[src/rtl/mc_pkg.sv]
// Shared encodings for the multicycle MIPS main control FSM.
// MC_ADDI_EN enables the addi instruction (ADDIEX/ADDIWB states).
package mc_pkg;

    localparam int MC_STATE_W = 4;
    localparam int MC_OP_W    = 6;

    typedef enum logic [MC_STATE_W-1:0] {
        S_FETCH  = 4'd0,
        S_DECODE = 4'd1,
        S_MEMADR = 4'd2,
        S_MEMRD  = 4'd3,
        S_MEMWB  = 4'd4,
        S_MEMWR  = 4'd5,
        S_EXEC   = 4'd6,
        S_ALUWB  = 4'd7,
        S_BRANCH = 4'd8,
        S_JUMP   = 4'd9,
        S_ADDIEX = 4'd10,
        S_ADDIWB = 4'd11
    } state_e;

    localparam logic [MC_OP_W-1:0] OP_RTYPE = 6'b000000;
    localparam logic [MC_OP_W-1:0] OP_LW    = 6'b100011;
    localparam logic [MC_OP_W-1:0] OP_SW    = 6'b101011;
    localparam logic [MC_OP_W-1:0] OP_BEQ   = 6'b000100;
    localparam logic [MC_OP_W-1:0] OP_J     = 6'b000010;
    localparam logic [MC_OP_W-1:0] OP_ADDI  = 6'b001000;

    localparam logic [1:0] ALUOP_ADD   = 2'b00;
    localparam logic [1:0] ALUOP_SUB   = 2'b01;
    localparam logic [1:0] ALUOP_FUNCT = 2'b10;

    localparam logic [1:0] ALUB_B     = 2'b00;
    localparam logic [1:0] ALUB_FOUR  = 2'b01;
    localparam logic [1:0] ALUB_IMM   = 2'b10;
    localparam logic [1:0] ALUB_IMMSH = 2'b11;

    localparam logic [1:0] PCSRC_ALU    = 2'b00;
    localparam logic [1:0] PCSRC_ALUOUT = 2'b01;
    localparam logic [1:0] PCSRC_JUMP   = 2'b10;

    function automatic logic op_legal(input logic [MC_OP_W-1:0] op);
        logic r;
        r = (op == OP_RTYPE) || (op == OP_LW) || (op == OP_SW) ||
            (op == OP_BEQ) || (op == OP_J);
`ifdef MC_ADDI_EN
        r = r || (op == OP_ADDI);
`endif
        return r;
    endfunction

endpackage

[src/rtl/mc_next_state.sv]
// Combinational next-state function of the main control FSM.
// ADDIEX/ADDIWB transitions exist only when MC_ADDI_EN is defined.
module mc_next_state
    import mc_pkg::*;
(
    input  state_e              i_state,
    input  logic [MC_OP_W-1:0]  i_opcode,
    output state_e              o_next
);

    always_comb begin
        o_next = S_FETCH;
        case (i_state)
            S_FETCH: o_next = S_DECODE;
            S_DECODE: begin
                case (i_opcode)
                    OP_LW, OP_SW: o_next = S_MEMADR;
                    OP_RTYPE:     o_next = S_EXEC;
                    OP_BEQ:       o_next = S_BRANCH;
                    OP_J:         o_next = S_JUMP;
`ifdef MC_ADDI_EN
                    OP_ADDI:      o_next = S_ADDIEX;
`endif
                    default:      o_next = S_FETCH;
                endcase
            end
            S_MEMADR: begin
                if (i_opcode == OP_LW)      o_next = S_MEMRD;
                else if (i_opcode == OP_SW) o_next = S_MEMWR;
                else                        o_next = S_FETCH;
            end
            S_MEMRD: o_next = S_MEMWB;
            S_EXEC:  o_next = S_ALUWB;
`ifdef MC_ADDI_EN
            S_ADDIEX: o_next = S_ADDIWB;
`endif
            // Terminal states and unused codes all return to FETCH.
            default: o_next = S_FETCH;
        endcase
    end

endmodule

[src/rtl/mc_main_control.sv]
// Multicycle MIPS main control: state register plus Moore output decode.
// Define MC_ADDI_EN to support addi; otherwise opcode 001000 is illegal.
module mc_main_control
    import mc_pkg::*;
#(
    parameter int STATE_W = 4,
    parameter int OP_W    = 6
) (
    input  logic               clk,
    input  logic               rst,
    input  logic [OP_W-1:0]    opcode,
    output logic               pc_write,
    output logic               pc_write_cond,
    output logic               i_or_d,
    output logic               mem_read,
    output logic               mem_write,
    output logic               ir_write,
    output logic               mem_to_reg,
    output logic               reg_dst,
    output logic               reg_write,
    output logic               alu_src_a,
    output logic [1:0]         alu_src_b,
    output logic [1:0]         alu_op,
    output logic [1:0]         pc_source,
    output logic               instr_done,
    output logic               illegal_op,
    output logic [STATE_W-1:0] state
);

    state_e r_state;
    state_e w_next;
    logic   w_legal;

    mc_next_state u_next (
        .i_state  (r_state),
        .i_opcode (MC_OP_W'(opcode)),
        .o_next   (w_next)
    );

    always_ff @(posedge clk) begin
        if (rst) r_state <= S_FETCH;
        else     r_state <= w_next;
    end

    assign w_legal = op_legal(MC_OP_W'(opcode));
    assign state   = STATE_W'(r_state);

    always_comb begin
        pc_write      = 1'b0;
        pc_write_cond = 1'b0;
        i_or_d        = 1'b0;
        mem_read      = 1'b0;
        mem_write     = 1'b0;
        ir_write      = 1'b0;
        mem_to_reg    = 1'b0;
        reg_dst       = 1'b0;
        reg_write     = 1'b0;
        alu_src_a     = 1'b0;
        alu_src_b     = ALUB_B;
        alu_op        = ALUOP_ADD;
        pc_source     = PCSRC_ALU;
        instr_done    = 1'b0;
        illegal_op    = 1'b0;
        case (r_state)
            S_FETCH: begin
                mem_read  = 1'b1;
                ir_write  = 1'b1;
                alu_src_b = ALUB_FOUR;
                alu_op    = ALUOP_ADD;
                pc_write  = 1'b1;
                pc_source = PCSRC_ALU;
            end
            S_DECODE: begin
                // Precompute the branch target; an unknown opcode ends the instruction here.
                alu_src_b  = ALUB_IMMSH;
                alu_op     = ALUOP_ADD;
                illegal_op = !w_legal;
                instr_done = !w_legal;
            end
            S_MEMADR: begin
                alu_src_a = 1'b1;
                alu_src_b = ALUB_IMM;
                alu_op    = ALUOP_ADD;
            end
            S_MEMRD: begin
                mem_read = 1'b1;
                i_or_d   = 1'b1;
            end
            S_MEMWB: begin
                reg_write  = 1'b1;
                mem_to_reg = 1'b1;
                reg_dst    = 1'b0;
                instr_done = 1'b1;
            end
            S_MEMWR: begin
                mem_write  = 1'b1;
                i_or_d     = 1'b1;
                instr_done = 1'b1;
            end
            S_EXEC: begin
                alu_src_a = 1'b1;
                alu_src_b = ALUB_B;
                alu_op    = ALUOP_FUNCT;
            end
            S_ALUWB: begin
                reg_write  = 1'b1;
                reg_dst    = 1'b1;
                mem_to_reg = 1'b0;
                instr_done = 1'b1;
            end
            S_BRANCH: begin
                alu_src_a     = 1'b1;
                alu_src_b     = ALUB_B;
                alu_op        = ALUOP_SUB;
                pc_write_cond = 1'b1;
                pc_source     = PCSRC_ALUOUT;
                instr_done    = 1'b1;
            end
            S_JUMP: begin
                pc_write   = 1'b1;
                pc_source  = PCSRC_JUMP;
                instr_done = 1'b1;
            end
`ifdef MC_ADDI_EN
            S_ADDIEX: begin
                alu_src_a = 1'b1;
                alu_src_b = ALUB_IMM;
                alu_op    = ALUOP_ADD;
            end
            S_ADDIWB: begin
                reg_write  = 1'b1;
                reg_dst    = 1'b0;
                mem_to_reg = 1'b0;
                instr_done = 1'b1;
            end
`endif
            default: ;
        endcase
    end

endmodule
[config.mk]
export PLATFORM = sky130hd
export DESIGN_NAME = mc_main_control
export DESIGN_NICKNAME = d
export VERILOG_FILES = /design/src/rtl/mc_pkg.sv /design/src/rtl/mc_next_state.sv /design/src/rtl/mc_main_control.sv
export SDC_FILE = /design/constraint.sdc
export NUM_CORES = 1
export LEC_CHECK = 0
export CAP_MARGIN = 40
export CORE_AREA = 5 5 42 44
export CTS_BUF_LIST = sky130_fd_sc_hd__clkbuf_2 sky130_fd_sc_hd__clkbuf_4 sky130_fd_sc_hd__clkbuf_8
export DETAILED_ROUTE_END_ITERATION = 6
export DIE_AREA = 0 0 47 49
export HOLD_SLACK_MARGIN = 0.15
export PLACE_DENSITY = 0.78
export SYNTH_ARGS = -nofsm -noshare
export SYNTH_HDL_FRONTEND = slang
export SYNTH_SLANG_ARGS = --single-unit
[constraint.sdc]
create_clock -name clk -period 1.5 [get_ports clk]
set_input_delay 0.3 -clock clk [delete_from_list [all_inputs] [get_ports clk]]
set_output_delay 0.3 -clock clk [all_outputs]
set_load 0.02 [all_outputs]
==> summary.txt <==
Pin count of the biggest net entering global routing = 9
Worst-path clk slew = 0.05 ns
Final cell utilization of the core = 88.1%
Core area = 1400 um2
Post-synthesis register bit count = 4
Initial antenna violation count = 0
Cell chain of the critical path = nor4b_4, nand2_1, o31ai_4, buf_4, buf_6
Post-synth EDFFs = 0
Number of synthesis warnings = 0
Max Cap Viol = 0
Critical Path Sink Type = primary output
Post-route insts no fill = 140
Worst rel slew slack = 73.8%
Synth top area cells = dfxtp_1, nor4b_2, nor2_1
Post-synthesis cell area = 469 um2
# fillers = 69
Clk sinks = 4
Fin Clk Skew = 0.00704 ns
Sw power = 0.000178 W
Htree depth = 1
RSZ-0062 raised after global routing = yes
Inst Count DP = 127
Port Buffers = 29
Sequential share of power = 20.4%
Via count = 815
Commonest non-fill, non-tap cell in the layout = buf_4
Skew-Pair Late Insertion Delay = 0.24 ns
Post-synth top area share = 17.1%
Clock root cell = clkbuf_4
Clock Path Buffers = 2
Worst-margin pin slew = 0.390 ns
Grt total ovfl = 0
First-pass GRT wire length = 3.41 mm
Clock power share = 32.0%
I/O pin count = 30
Kind of critical path = flip-flop to primary output
Combinational group share of total power = 47.7%
P per Cell Area = 436 nW/um2
CTS tree = yes
Pint = 0.000360 W
CTS Buf Count = 3
Synth area leader = dfxtp_1
Net Sw Frac = 33.1%
Final #Nets = 133
Leak Pwr = 0.541 nW
CP arrival = 1.44 ns
Critical Path Fanout Max = 6
Placement Setup Slack = -0.936 ns
WL per Instance = 21.1 um
Final setup viols = 19
Post-Route WL = 2.95 mm
PnR worst setup slack = -0.236 ns
Ant diodes = 0
Worst path slowest cell = dfxtp_4
ANT nets after route = 0
Mapped Nets = 73
DP Wirelength = 1.48 mm
Outcome = finished with violations
Pre-antenna DRT Iters = 4
Synth Flop Type = dfxtp_1
Syn Inst Count = 65
Period utilisation layout = 116%
Max incr delay on CP = 0.37 ns
Most frequent cells in the layout = buf_4, buf_6, a21oi_1, clkbuf_4
Share of cells above drive strength 1 = 71.8%
Worst endpoint required time = 1.20 ns
GRT Resource Usage Total = 20.4%
Post-CTS Hold Buffers = 0
Failing checks = setup timing
Max frequency = 0.576 GHz
Sequential area share after synthesis = 17.1%
Worst hold path class = input port to flip-flop
Hold slack = 0.558 ns
Library cells used by synthesis = 29
Die area = 2300 um2
GP Congestion = 0.851
Die height = 49 um
Final Hold Viols = 0
Maximum vdd drop = 0.000648 V
Max-slew violation count = 0
CP startpoint kind = flip-flop
Post-synth ARST share = 0%
Syn_area_per_cell = 7.22 um2
Post-route DRC = 0
Starting Density = 33.5%
Max FFs per register = 4
Fin crit period = 1.74 ns
Area Overhead vs Synth = 163%
Row count = 14
Number of vias per cell = 5.82
Initial DRC Count = 40
Die width = 47 um
Vias in the first global route = 744
[routing by layer]
metal / GRT usage [%] / vias to the layer above / part of all wire, % / wire [um]
met3: 4.80 / 21 / 9.8 / 289
met2: 36.0 / 70 / 49 / 1450
met4: 6.91 / 0 / 4.6 / 135
met1: 22.5 / 365 / 36 / 1070
li1: - / 359 / - / -
met5: 0 / - / 0 / 0
[Yosys cell counts, types with 2 or more instances]
master,number
nor2b_1,3
nand3_1,2
buf_2,4
a21oi_1,4
xnor2_1,2
nor4b_2,2
buf_4,2
nor3b_1,2
nand2_1,3
o31a_1,2
nor3_1,3
nor2_1,7
dfxtp_1,4
or2_1,3
nor4_1,3
or3_1,3
nand2b_1,4
[power groups by stage]
stage,Clock [W],Combinational [W],Sequential (W)
5_1_grt,0.000181,0.000269,0.000110
6_report,0.000172,0.000257,0.000110
4_1_cts,0.000173,0.000204,0.000108
2_1_floorplan,0,0.0000884,0.000116
3_5_place_dp,0,0.000197,0.000113
3_3_place_gp,0,0.000193,0.000113
[stage by stage]
step	TNS, ns	power (W)	cell area, um2
floorplan	-0.118	0.000204	562
global placement	-6.12	0.000306	988
detailed placement	-6.73	0.000310	988
CTS	-1.25	0.000485	1050
global route	-2.71	0.000559	1230
finish	-1.86	0.000538	1230
[logic make-up (layout without fill, tap and decap cells)]
family | after synthesis | count (layout) | synth area share, %
multiplexers | 1 | 1 | 2.13
XOR/XNOR | 2 | 2 | 3.73
flip-flops | 4 | 4 | 17.1
AO/OA/AOI/OAI | 13 | 13 | 20.0
buffers and inverters | 7 | 66 | 8.27
AND/OR/NAND/NOR | 38 | 38 | 48.8
[worst paths after layout]
path	start	end	slack, ns	cells past startpoint
max reg2reg	state[0]	state[1]	-0.05	6
min reg2reg	state[3]	state[1]	0.76	3
max	state[1]	illegal_op	-0.24	5
min	opcode[3]	state[2]	0.56	4
[final cells by class]
| class | count | area [um2] | share of cell area [%] |
|---|---|---|---|
| Timing Repair Buffer | 61 | 551 | 44.6 |
| Sequential cell | 4 | 92.6 | 7.50 |
| Multi-Input combinational cell | 54 | 538 | 43.6 |
| Inverter | 1 | 3.75 | 0.304 |
| Tap cell | 16 | 20.0 | 1.62 |
| Clock buffer | 4 | 30.0 | 2.43 |
[critical path: cells and delay by family, from the launching register on]
family,cells,cell delay (ns)
buffers and inverters,2,0.25
DFF,1,0.37
AOI/OAI and AO/OA,1,0.09
and+or+nand+nor,2,0.48
[timing repair]
item	CTS	global route
setup buffers	3	6
setup endpoints to repair	25	19
pin swaps	6	12
gates resized for setup	128	31
Note: power is estimated with default switching activity, not from simulation.
